$ cat config.mk
export PLATFORM = sky130hd
export DESIGN_NAME = rename_unit
export DESIGN_NICKNAME = d
export VERILOG_FILES = /design/src/rtl/rename_unit.sv
export SDC_FILE = /design/constraint.sdc
export NUM_CORES = 1
export LEC_CHECK = 0
export BUFFER_PORTS_ARGS = -buffer_cell sky130_fd_sc_hd__buf_2
export CAP_MARGIN = 10
export CORE_MARGIN = 4
export CORE_UTILIZATION = 35
export CTS_CLUSTER_SIZE = 8
export DETAILED_ROUTE_END_ITERATION = 6
export GPL_TIMING_DRIVEN = 0
export PLACE_DENSITY = 0.52
export REMOVE_ABC_BUFFERS = 1
export SKIP_CTS_REPAIR_TIMING = 1
export SYNTH_ARGS = -nofsm -noshare
export SYNTH_HDL_FRONTEND = slang
export SYNTH_SLANG_ARGS = --single-unit
$ cat constraint.sdc
create_clock -name clk_i -period 5.5 [get_ports clk_i]
set_input_delay 0.825 -clock clk_i [delete_from_list [all_inputs] [get_ports clk_i]]
set_output_delay 0.825 -clock clk_i [all_outputs]
set_load 0.01 [all_outputs]
$ cat src/rtl/rename_unit.sv
// Register rename: map table, free list and ready table feeding the RS.
// Optional RENAME_STALL_CNT_EN builds the input stall counter.
module rename_unit (
  input  logic        clk_i,
  input  logic        reset_i,
  input  logic        in_valid_i,
  output logic        in_ready_o,
  input  logic [31:0] pc_i,
  input  logic [31:0] inst_i,
  input  logic [3:0]  rs1_i,
  input  logic [3:0]  rs2_i,
  input  logic [3:0]  rd_i,
  input  logic        rd_we_i,
  output logic        out_valid_o,
  input  logic        rs_free_i,
  output logic [31:0] pc_o,
  output logic [31:0] inst_o,
  output logic [4:0]  prs1_addr_o,
  output logic [4:0]  prs2_addr_o,
  output logic [4:0]  prd_addr_o,
  output logic        prs1_valid_o,
  output logic        prs2_valid_o,
  output logic [4:0]  old_prd_o,
  input  logic        cdb_en_i,
  input  logic [4:0]  cdb_tag_i,
  input  logic        commit_free_en_i,
  input  logic [4:0]  commit_free_tag_i,
  output logic        fl_overflow_o,
  output logic [31:0] stall_cnt_o
);

  logic [4:0]  map_q [16];
  logic [4:0]  map_d [16];
  logic [31:0] ready_q, ready_d;
  logic [4:0]  fl_q [16];
  logic [4:0]  fl_d [16];
  logic [3:0]  head_q, head_d;
  logic [3:0]  tail_q, tail_d;
  logic [4:0]  cnt_q, cnt_d;
  logic        ovf_q, ovf_d;

  logic        vld_q, vld_d;
  logic [31:0] pc_q, pc_d;
  logic [31:0] inst_q, inst_d;
  logic [4:0]  prs1_q, prs1_d;
  logic [4:0]  prs2_q, prs2_d;
  logic [4:0]  prd_q, prd_d;
  logic [4:0]  old_q, old_d;
  logic        v1_q, v1_d;
  logic        v2_q, v2_d;

  logic       accept, alloc, push, hold, xfer, cdb_hit;
  logic [4:0] src1, src2, new_prd;

  assign in_ready_o = (!vld_q || rs_free_i) && (cnt_q != 5'd0);
  assign accept     = in_valid_i && in_ready_o;
  assign alloc      = accept && rd_we_i && (rd_i != 4'd0);
  assign hold       = vld_q && !rs_free_i;
  assign xfer       = vld_q && rs_free_i;
  assign cdb_hit    = cdb_en_i && (cdb_tag_i != 5'd0);
  assign push       = commit_free_en_i && (commit_free_tag_i != 5'd0)
                      && (cnt_q != 5'd16);
  assign src1       = map_q[rs1_i];
  assign src2       = map_q[rs2_i];
  assign new_prd    = fl_q[head_q];

  always_comb begin
    map_d   = map_q;
    ready_d = ready_q;
    fl_d    = fl_q;
    head_d  = head_q;
    tail_d  = tail_q;
    cnt_d   = cnt_q + 5'(push) - 5'(alloc);
    ovf_d   = ovf_q;
    vld_d   = vld_q;
    pc_d    = pc_q;
    inst_d  = inst_q;
    prs1_d  = prs1_q;
    prs2_d  = prs2_q;
    prd_d   = prd_q;
    old_d   = old_q;
    v1_d    = v1_q;
    v2_d    = v2_q;
    if (cdb_hit)
      ready_d[cdb_tag_i] = 1'b1;
    // allocation clear is applied after the CDB set so it wins
    if (alloc) begin
      map_d[rd_i]      = new_prd;
      ready_d[new_prd] = 1'b0;
      head_d           = head_q + 4'd1;
    end
    if (push) begin
      fl_d[tail_q] = commit_free_tag_i;
      tail_d       = tail_q + 4'd1;
    end
    if (commit_free_en_i && (commit_free_tag_i != 5'd0)
        && (cnt_q == 5'd16))
      ovf_d = 1'b1;
    if (hold && cdb_hit) begin
      if (cdb_tag_i == prs1_q) v1_d = 1'b1;
      if (cdb_tag_i == prs2_q) v2_d = 1'b1;
    end
    if (accept) begin
      vld_d  = 1'b1;
      pc_d   = pc_i;
      inst_d = inst_i;
      prs1_d = src1;
      prs2_d = src2;
      v1_d   = ready_q[src1] || (src1 == 5'd0)
               || (cdb_en_i && cdb_tag_i == src1);
      v2_d   = ready_q[src2] || (src2 == 5'd0)
               || (cdb_en_i && cdb_tag_i == src2);
      prd_d  = alloc ? new_prd : 5'd0;
      old_d  = alloc ? map_q[rd_i] : 5'd0;
    end else if (xfer) begin
      vld_d = 1'b0;
    end
  end

  always_ff @(posedge clk_i) begin
    if (!reset_i) begin
      for (int i = 0; i < 16; i++) begin
        map_q[i] <= 5'(i);
        fl_q[i]  <= 5'(16 + i);
      end
      ready_q <= '1;
      head_q  <= '0;
      tail_q  <= '0;
      cnt_q   <= 5'd16;
      ovf_q   <= 1'b0;
      vld_q   <= 1'b0;
      pc_q    <= '0;
      inst_q  <= '0;
      prs1_q  <= '0;
      prs2_q  <= '0;
      prd_q   <= '0;
      old_q   <= '0;
      v1_q    <= 1'b0;
      v2_q    <= 1'b0;
    end else begin
      map_q   <= map_d;
      fl_q    <= fl_d;
      ready_q <= ready_d;
      head_q  <= head_d;
      tail_q  <= tail_d;
      cnt_q   <= cnt_d;
      ovf_q   <= ovf_d;
      vld_q   <= vld_d;
      pc_q    <= pc_d;
      inst_q  <= inst_d;
      prs1_q  <= prs1_d;
      prs2_q  <= prs2_d;
      prd_q   <= prd_d;
      old_q   <= old_d;
      v1_q    <= v1_d;
      v2_q    <= v2_d;
    end
  end

  assign out_valid_o   = vld_q;
  assign pc_o          = pc_q;
  assign inst_o        = inst_q;
  assign prs1_addr_o   = prs1_q;
  assign prs2_addr_o   = prs2_q;
  assign prd_addr_o    = prd_q;
  assign old_prd_o     = old_q;
  assign prs1_valid_o  = v1_q;
  assign prs2_valid_o  = v2_q;
  assign fl_overflow_o = ovf_q;

`ifdef RENAME_STALL_CNT_EN
  logic [31:0] stall_q, stall_d;

  assign stall_d = stall_q + 32'd1;

  always_ff @(posedge clk_i) begin
    if (!reset_i)
      stall_q <= '0;
    else if (in_valid_i && !in_ready_o)
      stall_q <= stall_d;
  end

  assign stall_cnt_o = stall_q;
`else
  assign stall_cnt_o = '0;
`endif

endmodule

==> impl_metrics.json <==
{
  "cts_htree_levels": 2,
  "core_um2": 42100,
  "synth_area_leaders": "dfxtp_1 39%, mux4_2 13%, mux2i_1 11%, nand2_1 6.5%, nor2b_1 3.7%",
  "p_leak_nw": 6.34,
  "critPathCaptureType": "flip-flop",
  "crit_slowest_cell": "and2_4",
  "fin_skew_ps": 18.9,
  "cts_tree": "yes",
  "r2r-start": "cnt_q[3]",
  "fillers": 4155,
  "synth_ff_type": "dfxtp_1",
  "hp-class": "reg -> reg",
  "grt_usage": 0.182,
  "relSlewSlack": 0.279,
  "final_nets": 1740,
  "whs_path_depth": 1,
  "ys_warn_count": 0,
  "r2r_setup_slack_ps": 860,
  "portBuffers": 181,
  "finalWirelength_um": 43700,
  "multi_input_area_um2": 8460,
  "clk_path_buf_depth": 3,
  "drive_gt1_frac": 0.210,
  "die-area_um2": 46300,
  "cts.sinks": 292,
  "startpoint": "cnt_q[3]",
  "async_flop_share": 0,
  "synth_edf_count": 0,
  "cp_cell_sequence": "inv_1 -> ha_1 -> a31oi_1 -> and2_4 -> nand3_1 -> inv_1 -> ha_1 -> inv_1 -> ha_1 -> inv_1 -> fa_1 -> inv_1 -> a21oi_1 -> nor2_1 -> nor2_1 -> xnor2_1 -> nand2_1",
  "synth.top_cell.area_share": 0.390,
  "crit_buf_inv": 5,
  "r2r_cells": 17,
  "gp_congestion": 0.796,
  "arrival_ps": 5040,
  "hold_viol_final": 0,
  "vdd_drop_max_mv": 0.235,
  "post-route-period-util": 0.844,
  "path_common_cell": "inv_1",
  "antenna_cells": 0,
  "io_pins": 214,
  "postSynthAreaPerCell_um2": 9.85,
  "clkTransAtPathRegs_ps": 50,
  "cp_max_fo": 75,
  "ys_ff_latch": 292,
  "antenna_found_initial": 2,
  "syn_area_um2": 15000,
  "grt.overflow.total": 0,
  "antenna_left": 0,
  "critical_path_class": "reg -> reg",
  "period_minus_slack_ps": 4640,
  "hpwl_um": 28700,
  "post_drt_wl_per_cell_um": 20.1,
  "detail_route.first_pass.iterations": 5,
  "p_per_area_nw_per_um2": 338,
  "cp_data_required_time_ps": 5900,
  "total_power_mw": 5.81,
  "grt_pass1_wl_um": 67700,
  "hp-start": "fl_overflow_o",
  "critPathTopFamily": "simple AND/OR/NAND/NOR gates",
  "grt_pass1_vias": 11200,
  "worst_slack_ps": 860,
  "r2r_end": "cnt_q[4]",
  "post-place-ws_ps": 335,
  "area_growth_pct": 14.4,
  "worst_pin_slew_ps": 1070,
  "fmax_mhz": 216,
  "rows": 75,
  "status": "finished, final reports clean",
  "die_y_um": 215,
  "finalSetupViolCount": 0,
  "cap_violations": 0,
  "synthDistinctLibCells": 68,
  "yosysTopAreaCell": "dfxtp_1",
  "cpPeakStageDelay_ps": 790,
  "start_util": 0.356,
  "drt-initial-drc-count": 844,
  "grt_start_max_net_pins": 163,
  "viasPerCell": 5.25,
  "num_vias": 11400,
  "rsz0062_at_grt": "no",
  "holdWs_ps": 458,
  "syn_inst": 1524,
  "cts_buffers": 42,
  "min_to": "fl_overflow_o",
  "drcViolationCount": 0,
  "regArea_um2": 5850,
  "ys_seq_area_frac": 0.390,
  "die_w_um": 215,
  "clock_latency_ps": 540,
  "drv_slew": 0,
  "critPathLaunchType": "flip-flop",
  "root_buffer": "clkbuf_16"
}
layout by cell type (no fill, tap or decap), types with 3 or more instances in the layout:
cell         n
dfxtp_1    291
nand2_1    257
buf_2      180
mux2i_1    169
nor2b_1     89
mux4_2      85
nor2_1      70
a21boi_0    69
clkbuf_16   42
a21oi_1     40
o21ai_1     35
conb_1      32
o21ai_0     30
nand3_1     25
xnor2_1     25
and2_1      25
nand2b_1    14
inv_1       13
xor2_1      11
ha_1        11
mux2_2      10
a22oi_1      9
nor3_1       7
mux4_1       7
a21boi_1     6
a211oi_1     6
mux2_1       4
nand3b_1     4
nor4_2       4
nor3b_1      4
a31oi_1      3
or3_1        3
and3_1       3
buf_4        3
state kept, by name, summed over array words and instances (netlist names), 5 cells and up:
name         count
old_prd_o        5
inst_o          32
prs2_addr_o      5
pc_o            32
cnt_q            5
prs1_addr_o      5
prd_addr_o       5
map_q           80
ready_q         31
fl_q            80
through the flow:
stage          TNS [ps]  std cells  instance area, um2   util
5_1_grt               0       2176               17200  0.407
3_5_place_dp          0       2128               16000  0.380
4_1_cts               0       2174               17100  0.407
2_1_floorplan         0       1403               14300      -
6_report              0       2176               17200  0.407
3_3_place_gp     -36710       2123               15900  0.378
area by class of cell:
cell class | instances | share of cell area
multi-input combinational | 1098 | 0.493
sequential | 292 | 0.341
clock buffer | 44 | 0.0628
timing repair buffer | 188 | 0.0591
tap | 539 | 0.0393
inverter | 13 | 0.00284
clock inverter | 2 | 0.00211
worst max path at each step:
stage / to / slack, ps / cells past startpoint
after floorplan: cnt_q[4] / 790 / 16
final: cnt_q[4] / 860 / 17
after CTS: cnt_q[4] / 820 / 17
after global placement: map_q[66] / -1430 / 7
after detailed placement: cnt_q[4] / 330 / 17
after global routing: cnt_q[4] / 410 / 17
routing by layer:
metal  vias to the layer above  GRT usage  share of wire
met1                      5520      0.249           0.46
met2                       360      0.295           0.46
li1                       5454          -              -
met4                         4     0.0518          0.025
met3                        81     0.0377          0.060
met5                         -          0        0.00059
logic make-up after synthesis:
logic type	Yosys count	synth area share
AO/OA/AOI/OAI	221	0.0945
XOR/XNOR	36	0.0210
adder cells (fa/ha/maj)	12	0.0105
buffers and inverters	165	0.0562
flip-flops	292	0.390
multiplexers	277	0.265
other	1	0.000250
AND/OR/NAND/NOR	520	0.163
report_power, final:
part / switching [mW] / leakage, nW / internal, mW
Sequential: 0.103 / 2.37 / 2.25
Clock: 0.920 / 0.549 / 1.37
Combinational: 0.707 / 3.42 / 0.449
cells in the mapped netlist (10+ instances only):
cell / instances
buf_4: 38
ha_1: 11
o21ai_0: 30
o21ai_1: 35
clkbuf_1: 85
nand2_1: 258
dfxtp_1: 292
xnor2_1: 25
nor2b_1: 89
nor2_1: 70
nand3_1: 25
inv_1: 13
buf_1: 14
nand2b_1: 14
mux2i_1: 169
and2_1: 26
a21boi_0: 69
xor2_1: 11
a21oi_1: 40
mux4_2: 85
mux2_2: 10
Power figures use the tool's default switching activity.
